$ cat src/rtl/i2c_target.sv
// I2C target: 7-bit address match, byte write/read over a
// simple byte-stream interface, open-drain SDA, no stretching.
module i2c_target #(
  parameter logic [6:0] ADDR        = 7'h42,
  parameter int         SYNC_STAGES = 2
) (
  input  logic       clk,
  input  logic       rst_n,
  input  logic       scl_i,
  input  logic       sda_i,
  output logic       sda_oe,
  output logic [7:0] rx_data,
  output logic       rx_valid,
  output logic       tx_req,
  input  logic [7:0] tx_data,
  output logic       busy
);

  typedef enum logic [2:0] {
    k_idle,
    k_addr,
    k_addr_ack,
    k_rx,
    k_rx_ack,
    k_tx,
    k_tx_ack
  } state_t;

  state_t                 r_state;
  logic [3:0]             r_bit_ctr;
  logic [7:0]             r_shift;
  logic                   r_ack;
  logic [SYNC_STAGES-1:0] r_scl_s;
  logic [SYNC_STAGES-1:0] r_sda_s;
  logic                   r_scl_d;
  logic                   r_sda_d;

  logic w_scl;
  logic w_sda;
  logic w_start;
  logic w_stop;
  logic w_rise;
  logic w_fall;
  logic w_last;

  // Synchronisers idle high to match a released bus
  always_ff @(posedge clk or negedge rst_n) begin
    if (!rst_n) begin
      r_scl_s <= '1;
      r_sda_s <= '1;
      r_scl_d <= 1'b1;
      r_sda_d <= 1'b1;
    end else begin
      r_scl_s <= {r_scl_s[SYNC_STAGES-2:0], scl_i};
      r_sda_s <= {r_sda_s[SYNC_STAGES-2:0], sda_i};
      r_scl_d <= w_scl;
      r_sda_d <= w_sda;
    end
  end

  assign w_scl = r_scl_s[SYNC_STAGES-1];
  assign w_sda = r_sda_s[SYNC_STAGES-1];

  // SCL must be stable high across the SDA edge
  assign w_start = r_scl_d & w_scl & r_sda_d & ~w_sda;
  assign w_stop  = r_scl_d & w_scl & ~r_sda_d & w_sda;
  assign w_rise  = ~r_scl_d & w_scl;
  assign w_fall  = r_scl_d & ~w_scl;
  assign w_last  = (r_bit_ctr == 4'd8);

  always_ff @(posedge clk or negedge rst_n) begin
    if (!rst_n) begin
      r_state   <= k_idle;
      r_bit_ctr <= 4'd0;
      r_shift   <= 8'd0;
      r_ack     <= 1'b0;
      sda_oe    <= 1'b0;
      rx_data   <= 8'd0;
      rx_valid  <= 1'b0;
      tx_req    <= 1'b0;
      busy      <= 1'b0;
    end else begin
      rx_valid <= 1'b0;
      tx_req   <= 1'b0;
      if (w_start) begin
        r_state   <= k_addr;
        r_bit_ctr <= 4'd0;
        sda_oe    <= 1'b0;
      end else if (w_stop) begin
        r_state   <= k_idle;
        r_bit_ctr <= 4'd0;
        sda_oe    <= 1'b0;
        busy      <= 1'b0;
      end else begin
        case (r_state)
          k_idle: begin
            r_bit_ctr <= 4'd0;
          end
          k_addr: begin
            if (w_rise && !w_last) begin
              r_shift   <= {r_shift[6:0], w_sda};
              r_bit_ctr <= r_bit_ctr + 4'd1;
            end else if (w_fall && w_last) begin
              r_bit_ctr <= 4'd0;
              if (r_shift[7:1] == ADDR) begin
                r_state <= k_addr_ack;
                sda_oe  <= 1'b1;
                busy    <= 1'b1;
              end else begin
                r_state <= k_idle;
                sda_oe  <= 1'b0;
                busy    <= 1'b0;
              end
            end
          end
          k_addr_ack: begin
            if (w_fall) begin
              r_bit_ctr <= 4'd0;
              if (r_shift[0]) begin
                r_state <= k_tx;
                tx_req  <= 1'b1;
                r_shift <= tx_data;
                sda_oe  <= ~tx_data[7];
              end else begin
                r_state <= k_rx;
                sda_oe  <= 1'b0;
              end
            end
          end
          k_rx: begin
            if (w_rise && !w_last) begin
              r_shift   <= {r_shift[6:0], w_sda};
              r_bit_ctr <= r_bit_ctr + 4'd1;
            end else if (w_fall && w_last) begin
              rx_data   <= r_shift;
              rx_valid  <= 1'b1;
              sda_oe    <= 1'b1;
              r_bit_ctr <= 4'd0;
              r_state   <= k_rx_ack;
            end
          end
          k_rx_ack: begin
            if (w_fall) begin
              sda_oe    <= 1'b0;
              r_bit_ctr <= 4'd0;
              r_state   <= k_rx;
            end
          end
          k_tx: begin
            if (w_rise && !w_last) begin
              r_bit_ctr <= r_bit_ctr + 4'd1;
            end else if (w_fall) begin
              if (w_last) begin
                sda_oe    <= 1'b0;
                r_bit_ctr <= 4'd0;
                r_state   <= k_tx_ack;
              end else if (r_bit_ctr != 4'd0) begin
                r_shift <= {r_shift[6:0], 1'b0};
                sda_oe  <= ~r_shift[6];
              end
            end
          end
          k_tx_ack: begin
            if (w_rise) begin
              r_ack <= w_sda;
            end else if (w_fall) begin
              r_bit_ctr <= 4'd0;
              if (!r_ack) begin
                tx_req  <= 1'b1;
                r_shift <= tx_data;
                sda_oe  <= ~tx_data[7];
                r_state <= k_tx;
              end else begin
                sda_oe  <= 1'b0;
                busy    <= 1'b0;
                r_state <= k_idle;
              end
            end
          end
          default: begin
            r_state <= k_idle;
            sda_oe  <= 1'b0;
          end
        endcase
      end
    end
  end

endmodule

$ cat config.mk
export PLATFORM = sky130hd
export DESIGN_NAME = i2c_target
export DESIGN_NICKNAME = d
export VERILOG_FILES = /design/src/rtl/i2c_target.sv
export SDC_FILE = /design/constraint.sdc
export NUM_CORES = 1
export LEC_CHECK = 0
export BUFFER_PORTS_ARGS = -buffer_cell sky130_fd_sc_hd__buf_2
export CORE_ASPECT_RATIO = 0.7
export CORE_MARGIN = 2
export CORE_UTILIZATION = 51
export DETAILED_ROUTE_END_ITERATION = 16
export PLACE_DENSITY = 0.79
export REMOVE_ABC_BUFFERS = 1
export SYNTH_ARGS = -nofsm -noshare
export SYNTH_HDL_FRONTEND = slang
export SYNTH_SLANG_ARGS = --single-unit
$ cat constraint.sdc
create_clock -name clk -period 2.1 [get_ports clk]
set_input_delay 0.105 -clock clk [delete_from_list [all_inputs] [get_ports clk]]
set_output_delay 0.105 -clock clk [all_outputs]
set_load 0.005 [all_outputs]
-- Word-level counts from Yosys, hierarchy flattened
Cells that the tools add are included.
- register bits after elaboration: 34
- bits in latches: 0
- RAM bits: 0
- bits in read-only memories: 0
- input bits: 12
- output and inout port bits: 12
- memories kept: 0
- $add $sub $neg: 1
- multiply operators: 0
- div/mod/pow operators: 0
- magnitude comparators: 0
- equal/unequal tests: 39
- shift operators: 0
- multiplexer cells: 74
- bitwise logic cells: 16
- reduce and logical (&&, ||, !) cells: 18
- operators with widths (operator ; number):
    $mux W8 ; 10
    $mux W3 ; 15
    $ne A4 B4 Y1 const B ; 11
    $mux W4 ; 9
    $reduce_and A12 Y1 ; 3
    $mux W1 ; 33
    $pmux W8 S4 ; 1
    $pmux W3 S7 ; 1
    $pmux W4 S5 ; 1
    $ne A2 B2 Y1 const B ; 9
    $ne A3 B3 Y1 const B ; 6
    $ne A5 B5 Y1 const B ; 3
    $reduce_and A13 Y1 ; 1
    $reduce_and A5 Y1 ; 2
    $eq A3 B3 Y1 const B ; 3
    $not A1 Y1 ; 9
    $reduce_bool A4 Y1 ; 2
    $and A1 B1 Y1 ; 7
    $eq A7 B7 Y1 const B ; 1
    $pmux W1 S7 ; 1
    $reduce_and A7 Y1 ; 1
    $reduce_bool A7 Y1 ; 1
    $eq A3 B2 Y1 const B ; 2
    $ne A5 B1 Y1 const B ; 1
    12 further kinds ; 15

-- Depth between registers and ports, before layout
Gate-level depths: netlist (run 1).
- depth in word-level cells: 8
- mapped depth: 8
- gate-level depth less buffers: 7

-- Least setup slack after synthesis (run 1)
OpenSTA, ideal clock, no wires.
- path type: flip-flop to flip-flop
- start point: reg r_bit_ctr[0]
- end point: reg r_shift[1]
- setup time: 0.125 ns
- data arrival time: 1.968 ns
- data required time: 1.975 ns
- path slack: 0.007 ns
- stages on the path, launching flop included: 9
- buffers on the path: 1
- cells stage by stage: dfrtp_1 > inv_1 > ha_1 > and3b_1 > buf_2 > or3_4 > a31oi_4 > o311ai_4 > mux2_2
- cells in the longest elaborated chain, start to end: 5
- ends and longest elaborated chain (what ; RTL line ; text):
    start, declared ; 30 ; logic [3:0] r_bit_ctr;
    start signal, assigned ; 102 ; r_bit_ctr <= r_bit_ctr + 4'd1;
    start signal, assigned ; 133 ; r_bit_ctr <= r_bit_ctr + 4'd1;
    start signal, assigned ; 151 ; r_bit_ctr <= r_bit_ctr + 4'd1;
    $eq A4 B4 Y1 ; 69 ; assign w_last = (r_bit_ctr == 4'd8);
    $logic_not A1 Y1 ; 100, 131, 150 ;
    $logic_and A1 B1 Y1 ; 100, 131, 150 ;
    $ne A2 B2 Y1 (no line) / $ne A2 B1 Y1 (equally long branches) ; n/a ;
    $reduce_and A13 Y1 (no line) (*) ; n/a ;
    end signal, assigned ; 101 ; r_shift <= {r_shift[6:0], w_sda};
    end signal, assigned ; 132 ; r_shift <= {r_shift[6:0], w_sda};
    end signal, assigned ; 158 ; r_shift <= {r_shift[6:0], 1'b0};
    end, declared ; 31 ; logic [7:0] r_shift;
Every way passes the cells marked *; elsewhere a longest branch is shown, timed or not.
A chain may end at the register's enable or synchronous reset.

-- Worst setup path after layout (run 1)
- start point: reg r_bit_ctr[0]
- end point: reg r_shift[4]
The elaborated chain is that of the path after synthesis.

==> results of run 1 <==
-- registers in the layout (all words and copies together) (netlist names) --
| signal | flops |
|---|---|
| rx_valid | 1 |
| tx_req | 1 |
| r_bit_ctr | 4 |
| r_shift | 8 |
| r_ack | 1 |
| busy | 1 |
| rx_data | 8 |
| r_sda_d | 1 |
| r_scl_s | 2 |
| sda_oe | 1 |
| r_state | 3 |
| r_sda_s | 2 |
| r_scl_d | 1 |
-- metrics by stage --
stage	TNS, ns	total power (W)	hold slack, ns	utilization (%)	cell area [sq um]
finish	0	0.00240	0.157	66.2	2280
global route	-0.000893	0.00253	0.178	66.2	2280
CTS	0	0.00232	0.164	64.5	2220
detailed placement	-0.00288	0.00169	0.211	59.9	2070
global placement	0	0.00165	0.187	59.9	2070
floorplan	0	0.00140	-0.191	-	1770
-- logic make-up after synthesis --
logic type | after synthesis | share of synthesized area [%]
mux | 19 | 11.7
flops | 34 | 47.6
fa+ha+maj | 2 | 1.39
buf+inv | 14 | 3.19
xor+xnor | 3 | 1.46
compound gates | 45 | 20.1
simple gates | 49 | 14.6
-- power groups by stage --
stage	clock (W)	sequential, W	combinational [W]
floorplan	0	0.000902	0.000494
global placement	0	0.000892	0.000758
detailed placement	0	0.000902	0.000792
CTS	0.000624	0.000889	0.000807
global route	0.000666	0.000912	0.000954
finish	0.000619	0.000899	0.000881
-- cell usage after synthesis, types with 2 or more instances --
| cell type | instances |
|---|---|
| a21oi_1 | 6 |
| a22o_1 | 10 |
| buf_1 | 2 |
| buf_2 | 4 |
| clkbuf_1 | 2 |
| dfrtp_1 | 28 |
| dfstp_2 | 6 |
| ha_1 | 2 |
| inv_1 | 6 |
| mux2_2 | 16 |
| mux2i_1 | 3 |
| nand2_1 | 12 |
| nand2b_1 | 4 |
| nand3_1 | 6 |
| nand4_1 | 2 |
| nor2_1 | 11 |
| nor2b_1 | 5 |
| o21ai_0 | 9 |
| o22ai_1 | 2 |
| o32ai_1 | 3 |
| xnor2_1 | 2 |
-- repair_timing --
item | in CTS | in global routing
buffers inserted | 1 | 2
hold buffers | 3 | 0
endpoints found under the setup margin | 6 | 10
endpoints found under the hold margin | 30 | 0
pin swaps | 0 | 3
resized for setup | 1 | 11
-- metal layers --
metal / wire (um) / GRT usage (%) / up-vias
met5: 0 / 0 / -
met4: 60 / 6.85 / 0
met3: 278 / 6.18 / 11
met2: 1970 / 36.0 / 56
met1: 2080 / 36.5 / 745
li1: - / - / 701
-- critical path: stages (launching register included) --
cell      delay (ns)
dfrtp_1         0.37
inv_2           0.05
ha_4            0.16
and3b_2         0.22
or3_4           0.34
a31oi_4         0.21
o311ai_4        0.21
mux2_4          0.34
-- layout make-up --
type	instances	share of cell area, %
clock buffer	7	3.79
multi-input combinational	118	40.8
sequential	34	37.7
inverter	6	0.988
clock inverter	1	1.32
timing repair buffer	45	12.6
tap	50	2.74
-- placed cells by master, fill, tap and decap left out, types with 4 or more instances in the layout --
cell / n
dfstp_2: 6
a22o_1: 10
nor2_1: 11
nand3_1: 6
inv_1: 4
clkbuf_8: 6
nand2b_1: 4
buf_2: 23
nand2_1: 12
o21ai_0: 9
dfrtp_1: 27
buf_4: 19
mux2_2: 15
a21oi_1: 6
-- path summary, 6_finish.rpt --
kind                                           from                endpoint  slack (ns)  cells past startpoint
setup / recovery           r_bit_ctr[0]$_DFFE_PN0P_  r_shift[4]$_DFFE_PN0P_        0.09                      7
hold / removal                           tx_data[6]  r_shift[6]$_DFFE_PN0P_        0.16                      3
setup reg to reg           r_bit_ctr[0]$_DFFE_PN0P_  r_shift[4]$_DFFE_PN0P_        0.09                      7
hold reg to reg                r_scl_s[0]$_DFF_PN1_    r_scl_s[1]$_DFF_PN1_        0.36                      0
max in group asynchronous                     rst_n  r_state[2]$_DFFE_PN0P_        1.18                      2
min in group asynchronous                     rst_n  rx_data[4]$_DFFE_PN0P_        0.39                      2
==> out/results.tsv, run 1 <==
stage	metric	value	unit
power_and_ir_drop	design internal power	0.00158	W
yosys	sequential share of the synthesized area	47.6	%
clock_network	maximum root-to-sink buffer count	2	
yosys	total of flip-flops plus latches after synthesis	34	
worst_setup_path	kind of capture point of the worst setup path	register	
sta	final setup skew	0.00708	ns
layout	Layout fillers	281	
layout	area taken by flip-flops and latches	860	sq um
worst_setup_path	critical path launch point type	register	
clock_network	CTS clock-pin slew for the worst setup and hold paths	0.07	ns
yosys	number of different library cells in the post-synthesis netlist	46	
job	max-cap check violation count	0	
sta	post-layout min period	2.01	ns
yosys	share of flip-flops with an asynchronous set or reset after synthesis	100	%
grt	via count of the first global-routing pass	1452	
clock_network	TritonCTS Sinks	34	
layout	antenna diode count	0	
detailed_routing	Remaining DRCs	0	
floorplan	initial core utilization	52.3	%
clock_network	number of H-tree levels	2	
layout	filler-free cell count of the finished design	261	
yosys	flip-flop cell with the highest count after synthesis	dfrtp_1	
grt	pin count of the biggest net entering global routing	35	
sta	fmax	0.497	GHz
yosys	portion of synthesized cell area occupied by the leading cell type	38.9	%
yosys	top cells by area in the synthesized netlist	dfrtp_1 39%, mux2_2 10%, dfstp_2 8.7%, a22o_1 4.9%, o21ai_0 2.5%	
layout	Final nets	224	
sta	total of endpoints with negative setup slack in the final report	0	
power_and_ir_drop	relative contribution of sequential cells to total power	37.5	%
layout	area occupied by multi-input gates	931	sq um
floorplan	row count	18	
worst_setup_path	crit path max fanout	7	
sta	relative max-transition margin	51.2	%
floorplan	I/O pin count	24	
layout	relative area change from synthesis to final layout	26.4	%
grt	number of antenna violations at the first check in global routing	0	
power_and_ir_drop	leakage	1.11	nW
sta	transition time of the tightest slew-check pin	0.732	ns
power_and_ir_drop	switching portion of total power	34.0	%
floorplan	die footprint	4030	sq um
sta	minimum setup slack in the final design	0.0889	ns
sta	fin. max-slew vios	0	
detailed_routing	number of DRC violations after detailed-routing iteration 0	137	
yosys	area of the mapped netlist	1800	sq um
detailed_routing	via count	1513	
yosys	number of enable-type register cells in the synthesized netlist	0	
worst_setup_path	crit path DAT	2.19	ns
worst_setup_path	critical path start-end classification	reg -> reg	
floorplan	Core Box Area	3450	sq um
yosys	Yosys warnings	0	
grt	combined global-route utilization of all metal layers	24.7	%
detailed_routing	routed wire length	4.39	mm
hold_path	type of the most critical hold path	in -> reg	
yosys	most area-hungry cell type in the Yosys netlist	dfrtp_1	
detailed_routing	Avg WL per Cell	16.8	um
clock_network	clock latency at the later pin of the worst-skew pair	0.29	ns
placement	Detail Placement HPWL	3.17	mm
floorplan	Die Height	53.7	um
power_and_ir_drop	maximum vdd drop	0.741	mV
worst_setup_path	critical path data required time	2.28	ns
placement	number of placed instances with taps included	247	
yosys	synthesized netlist cell count	166	
power_and_ir_drop	clock network fraction of design power	25.8	%
grt	overflow left after global routing	0	
detailed_routing	router iterations before antenna repair	5	
clock_network	Root Buffer Master	clkbuf_8	
power_and_ir_drop	net switching power figure	0.000816	W
power_and_ir_drop	power density over cell area	1050	nW/um^2
placement	routability congestion estimate	0.911	
yosys	average cell area after synthesis	10.9	sq um
sta	number of endpoints with negative hold slack in the final report	0	
placement	number of buffers added on ports	23	
layout	share of cells above drive strength 1	39.8	%
detailed_routing	post-route ant nets	0	
clock_network	CTS tree	built	
grt	first-pass GRT wire length	7.11	mm
power_and_ir_drop	Comb pwr share	36.7	%
placement	Post-Place Worst Slack	-0.00282	ns
sta	Tcrit/Tclk final	95.8	%
clock_network	Num CTS Buffers	5	
outcome	run status	finished, final reports clean	
detailed_routing	via count normalized by instance count	5.80	
floorplan	width of the die	75.1	um
Note: power is estimated with default switching activity, not from simulation.
==> run 2: changes to the inputs <==
- BUFFER_PORTS_ARGS: -buffer_cell sky130_fd_sc_hd__buf_2 -> not set
- CORE_UTILIZATION: 51 -> 56
- CTS_CLUSTER_SIZE: not set -> 8
- DONT_BUFFER_PORTS: not set -> 1
- PLACE_DENSITY: 0.79 -> 0.78
==> run 2 against run 1 <==
Compared with the run above:
- power down 1.5%
- wire length up 1.2%
- setup slack worse by 0.065 ns
- clock-buffer cell count unchanged
- critical path type unchanged
- sequential power about the same
- core utilization up 4.1 points
- design area down 4.3%
- critical path depth unchanged
- combinational power about the same
- clock skew down 0.0047 ns
==> out/results.tsv, run 2 (synthesis results as in run 1) <==
stage	metric	value	unit
sta	Tcrit/Tclk final	98.9	%
layout	antenna diode count	0	
worst_setup_path	kind of capture point of the worst setup path	register	
grt	overflow left after global routing	0	
layout	filler-free cell count of the finished design	232	
layout	share of cells above drive strength 1	32.5	%
detailed_routing	routed wire length	4.44	mm
clock_network	number of H-tree levels	2	
floorplan	Core Box Area	3110	sq um
worst_setup_path	crit path max fanout	7	
placement	number of placed instances with taps included	215	
detailed_routing	number of DRC violations after detailed-routing iteration 0	172	
job	max-cap check violation count	0	
clock_network	CTS clock-pin slew for the worst setup and hold paths	0.07	ns
worst_setup_path	stage delay of the slowest cell on the critical path	0.36	ns
detailed_routing	via count normalized by instance count	6.43	
sta	fmax	0.482	GHz
worst_setup_path	Crit. Startpoint	r_bit_ctr[0]$_DFFE_PN0P_	
worst_setup_path	critical path launch point type	register	
grt	pin count of the biggest net entering global routing	35	
clock_network	maximum root-to-sink buffer count	2	
grt	first-pass GRT wire length	7.00	mm
layout	most frequent cells in the layout	28 x dfrtp_1, 24 x buf_4, 15 x mux2_2, 12 x nand2_1, 11 x nor2_1	
layout	area occupied by multi-input gates	916	sq um
placement	standard cell area after detailed placement	1960	sq um
placement	number of buffers added on ports	0	
clock_network	clock latency at the later pin of the worst-skew pair	0.29	ns
clock_network	TritonCTS Sinks	34	
clock_network	Num CTS Buffers	5	
hold_path	type of the most critical hold path	in -> reg	
worst_setup_path	top cell family by delay on the critical path	simple AND/OR/NAND/NOR gates	
detailed_routing	Remaining DRCs	0	
power_and_ir_drop	leakage	1.02	nW
sta	fin. max-slew vios	0	
layout	area taken by flip-flops and latches	858	sq um
layout	Final nets	207	
floorplan	row count	17	
layout	most common cell after layout, fill and taps aside	dfrtp_1	
layout	relative area change from synthesis to final layout	21.0	%
power_and_ir_drop	power density over cell area	1080	nW/um^2
power_and_ir_drop	maximum vdd drop	0.707	mV
detailed_routing	post-route ant nets	0	
worst_setup_path	sum of buffers and inverters on the critical path	1	
sta	number of endpoints with negative hold slack in the final report	0	
sta	total of endpoints with negative setup slack in the final report	0	
worst_setup_path	CP cell instances	inv_1 > ha_2 > and3b_2 > or3_4 > a31oi_4 > o311ai_4 > mux2_4	
sta	post-layout min period	2.08	ns
worst_setup_path	launch point of the worst reg-to-reg path	r_bit_ctr[0]$_DFFE_PN0P_	
sta	transition time of the tightest slew-check pin	0.615	ns
clock_network	Root Buffer Master	clkbuf_8	
layout	largest registers	r_shift: 8 flops, rx_data: 8 flops, r_bit_ctr: 4 flops	
outcome	run status	finished, final reports clean	
grt	combined global-route utilization of all metal layers	25.9	%
floorplan	I/O pin count	24	
layout	Layout fillers	222	
sta	Worst Hold Margin	0.0698	ns
grt	number of antenna violations at the first check in global routing	0	
worst_setup_path	crit path DAT	2.25	ns
sta	setup repair after global routing missed its margin	yes	
sta	total negative slack	0	ns
clock_network	CTS tree	built	
placement	Detail Placement HPWL	3.12	mm
floorplan	width of the die	71.8	um
worst_setup_path	slowest cell on the critical path	dfrtp_1	
sta	final setup skew	0.00241	ns
hold_path	launch instance of the worst min-delay path	tx_data[2]	
sta	relative max-transition margin	59.0	%
detailed_routing	via count	1491	
floorplan	Die Height	51.5	um
worst_setup_path	critical path start-end classification	reg -> reg	
detailed_routing	router iterations before antenna repair	4	
placement	routability congestion estimate	0.898	
worst_setup_path	critical path data required time	2.28	ns
grt	via count of the first global-routing pass	1415	
floorplan	initial core utilization	58.1	%
layout	post-route design area	2180	sq um
detailed_routing	Avg WL per Cell	19.1	um
floorplan	die footprint	3700	sq um
==> run 2: cell types whose count changed in the layout (fill, tap and decap cells not counted), sizes merged <==
cell / delta
buf: -17
==> run 2: report_power, final <==
group / leakage (nW) / internal [W] / switching (W)
combinational: 0.521 / 0.000430 / 0.000448
clock: 0.0524 / 0.000355 / 0.000233
sequential: 0.446 / 0.000759 / 0.000139
total: 1.02 / 0.00154 / 0.000820
==> run 2: repair_timing <==
action | 4_1_cts | 5_1_grt
endpoints found under the hold margin | 36 | 0
hold buffers | 4 | 0
resized for setup | 1 | 6
buffers inserted | 1 | 4
pin swaps | 1 | 5
endpoints found under the setup margin | 8 | 10
==> run 2: path summary, 6_finish.rpt <==
path / slack, ns / depth (start not counted) / end
worst max-delay path: 0.02 / 7 / r_shift[1]$_DFFE_PN0P_
worst min-delay path: 0.07 / 2 / r_shift[2]$_DFFE_PN0P_
worst max register to register: 0.02 / 7 / r_shift[1]$_DFFE_PN0P_
worst min register to register: 0.36 / 0 / r_scl_s[1]$_DFF_PN1_
max in group asynchronous: 1.59 / 2 / r_sda_s[1]$_DFF_PN1_
min in group asynchronous: 0.27 / 2 / r_shift[5]$_DFFE_PN0P_
==> run 2: cell type report <==
type                       count  share of cell area (%)
clock buffer                   7                    3.50
clock inverter                 1                    1.38
inverter                       6                    1.03
multi-input combinational    118                    42.0
sequential                    34                    39.4
tap                           38                    2.18
timing repair buffer          28                    10.6
==> run 2: worst register-to-register path, stage by stage (launching register included) <==
cell and delay (ns):
dfrtp_1 0.36, inv_1 0.05, ha_2 0.18, and3b_2 0.23, or3_4 0.34, a31oi_4 0.24, o311ai_4 0.21, mux2_4 0.35
==> run 2: metrics by stage <==
step                      utilization, %  setup WS (ns)  total power [W]
after floorplan                        -         0.0718          0.00140
after global placement              63.1         0.0605          0.00161
after detailed placement            63.1        -0.0249          0.00166
after CTS                           68.5         0.0151          0.00228
after global routing                70.2        -0.0411          0.00249
final                               70.2         0.0235          0.00236
==> run 2: routing by layer <==
layer  global-route usage (%)  share of wire (%)
met2                     37.7                 46
met3                     11.2                9.7
met1                     35.1                 42
met5                        0                  0
met4                     7.55                2.1
==> run 3: changes to the inputs <==
- clock period: 2.1 -> 1.73 ns (I/O delays scaled with it)
==> run 3 against run 2 <==
Compared with the run above:
- die area did not move
- register-to-register slack got worse by 0.30 ns
- first-iteration DRC count grew 14%
- the flow now finishes with violations (setup timing)
- largest cell class unchanged
- sequential power increased by 20%
- critical path depth down 1
- clock skew is 0.0050 ns higher
- sequential cell count unchanged
- global-route usage rose by 1.9 points
- design area grew 7.9%
- critical endpoint is now r_bit_ctr[0]$_DFFE_PN0P_
- fmax rose by 3.5%
- sequential share of layout area is 2.8 points lower
==> out/results.tsv, run 3 (synthesis results as in run 1) <==
stage	metric	value	unit
power_and_ir_drop	power density over cell area	1250	nW/um^2
placement	routability congestion estimate	0.877	
outcome	violated checks	setup timing	
sta	fmax	0.498	GHz
worst_setup_path	critical path launch point type	register	
floorplan	die footprint	3700	sq um
floorplan	Core Box Area	3110	sq um
clock_network	number of H-tree levels	2	
sta	fin. max-slew vios	0	
detailed_routing	routed wire length	4.80	mm
clock_network	CTS clock-pin slew for the worst setup and hold paths	0.07	ns
layout	filler-free cell count of the finished design	251	
grt	met2 capacity usage during global routing	44.3	%
floorplan	I/O pin count	24	
clock_network	CTS tree	built	
detailed_routing	via count	1584	
layout	largest registers	r_shift: 8 flops, rx_data: 8 flops, r_bit_ctr: 4 flops	
placement	Detail Placement HPWL	3.44	mm
grt	routing usage on met1	37.0	%
grt	busiest grt layer	met2	
detailed_routing	router iterations before antenna repair	5	
grt	first-pass GRT wire length	7.58	mm
power_and_ir_drop	leakage	1.12	nW
sta	relative max-transition margin	67.9	%
placement	number of buffers added on ports	0	
grt	number of antenna violations at the first check in global routing	0	
worst_setup_path	critical path start-end classification	reg -> reg	
floorplan	initial core utilization	58.1	%
floorplan	Die Height	51.5	um
worst_setup_path	crit path max fanout	4	
power_and_ir_drop	switching portion of total power	35.6	%
detailed_routing	via count normalized by instance count	6.31	
worst_setup_path	critical path data required time	1.90	ns
clock_network	clock latency at the later pin of the worst-skew pair	0.29	ns
job	max-cap check violation count	0	
layout	share of cells above drive strength 1	41.3	%
grt	overflow left after global routing	0	
power_and_ir_drop	design internal power	0.00189	W
sta	Worst Hold Margin	0.0535	ns
grt	pin count of the biggest net entering global routing	35	
power_and_ir_drop	Comb pwr share	42.5	%
floorplan	width of the die	71.8	um
clock_network	Num CTS Buffers	5	
power_and_ir_drop	maximum vdd drop	0.746	mV
sta	post-layout min period	2.01	ns
grt	combined global-route utilization of all metal layers	27.8	%
layout	Final nets	226	
clock_network	maximum root-to-sink buffer count	2	
worst_setup_path	top cell family by delay on the critical path	flip-flops	
floorplan	row count	17	
detailed_routing	post-route ant nets	0	
clock_network	Root Buffer Master	clkbuf_8	
grt	GR Layer Usage met3	8.09	%
sta	number of endpoints with negative hold slack in the final report	0	
layout	antenna diode count	0	
worst_setup_path	kind of capture point of the worst setup path	register	
sta	Tcrit/Tclk final	116	%
sta	transition time of the tightest slew-check pin	0.481	ns
grt	via count of the first global-routing pass	1548	
outcome	run status	finished with violations	
power_and_ir_drop	clock network fraction of design power	20.8	%
sta	total of endpoints with negative setup slack in the final report	16	
detailed_routing	Remaining DRCs	0	
power_and_ir_drop	relative contribution of sequential cells to total power	36.7	%
clock_network	TritonCTS Sinks	34	
detailed_routing	number of DRC violations after detailed-routing iteration 0	196	
worst_setup_path	crit path DAT	2.18	ns
worst_setup_path	slowest cell on the critical path	dfstp_2	
worst_setup_path	sum of buffers and inverters on the critical path	1	
sta	setup repair after global routing missed its margin	yes	
hold_path	type of the most critical hold path	in -> reg	
worst_setup_path	CP cell instances	nor2b_4 > buf_4 > mux2i_1 > a222oi_1 > nor2_1 > mux2_2	
layout	relative area change from synthesis to final layout	30.5	%
detailed_routing	Avg WL per Cell	19.1	um
placement	number of placed instances with taps included	237	
sta	minimum setup slack in the final design	-0.276	ns
layout	most frequent cells in the layout	42 x buf_4, 26 x dfrtp_1, 15 x mux2_2, 12 x nand2_1, 11 x nor2_1	
worst_setup_path	stage delay of the slowest cell on the critical path	0.59	ns
power_and_ir_drop	net switching power figure	0.00105	W
layout	most common cell after layout, fill and taps aside	buf_4	
sta	final setup skew	0.00744	ns
-- run 3: final cells by class --
cell class | instances | area, sq um
Sequential cell | 34 | 861
Inverter | 6 | 22.5
Clock buffer | 6 | 82.6
Fill cell | 194 | 752
Clock inverter | 2 | 12.5
Timing Repair Buffer | 47 | 377
Multi-Input combinational cell | 118 | 951
Tap cell | 38 | 47.5
-- run 3: what timing repair did --
item / in CTS / in global routing
cloned: 0 / 0
hold endpoints to repair: 36 / 0
hold buffers: 4 / 0
pin swaps: 6 / 3
buffers inserted: 0 / 2
gates resized for setup: 7 / 10
endpoints found under the setup margin: 21 / 23
-- run 3: stage by stage --
step / setup TNS [ns] / cell area [sq um] / setup slack (ns) / util [%] / power [W]
floorplan: -3.27 / 1770 / -0.298 / - / 0.00169
global placement: -3.12 / 2120 / -0.294 / 68.4 / 0.00214
detailed placement: -4.02 / 2120 / -0.324 / 68.4 / 0.00220
CTS: -2.51 / 2300 / -0.251 / 73.9 / 0.00286
global route: -4.32 / 2350 / -0.347 / 75.8 / 0.00310
finish: -2.90 / 2350 / -0.276 / 75.8 / 0.00294
-- run 3: final timing paths --
check / slack, ns / cells after the start / start / endpoint
hold / removal: 0.05 / 2 / tx_data[4] / r_shift[4]$_DFFE_PN0P_
setup reg to reg: -0.28 / 6 / r_scl_s[1]$_DFF_PN1_ / r_bit_ctr[0]$_DFFE_PN0P_
setup / recovery: -0.28 / 6 / r_scl_s[1]$_DFF_PN1_ / r_bit_ctr[0]$_DFFE_PN0P_
max in group asynchronous: 1.23 / 2 / rst_n / r_scl_d$_DFF_PN1_
min in group asynchronous: 0.25 / 2 / rst_n / rx_data[5]$_DFFE_PN0P_
hold reg to reg: 0.36 / 0 / r_sda_s[0]$_DFF_PN1_ / r_sda_s[1]$_DFF_PN1_
-- run 3: power groups by stage --
| stage | Combinational, W | Clock [W] | Sequential (W) |
|---|---|---|---|
| after global routing | 0.00135 | 0.000654 | 0.00110 |
| after detailed placement | 0.00113 | 0 | 0.00108 |
| after floorplan | 0.000600 | 0 | 0.00110 |
| after CTS | 0.00118 | 0.000619 | 0.00107 |
| final | 0.00125 | 0.000612 | 0.00108 |
| after global placement | 0.00107 | 0 | 0.00106 |
-- run 3: routing by layer --
metal  up-vias  wire length, um
met5         -                0
met4         0               88
met3        13              457
met2        91             2260
met1       769             2000
li1        711                -
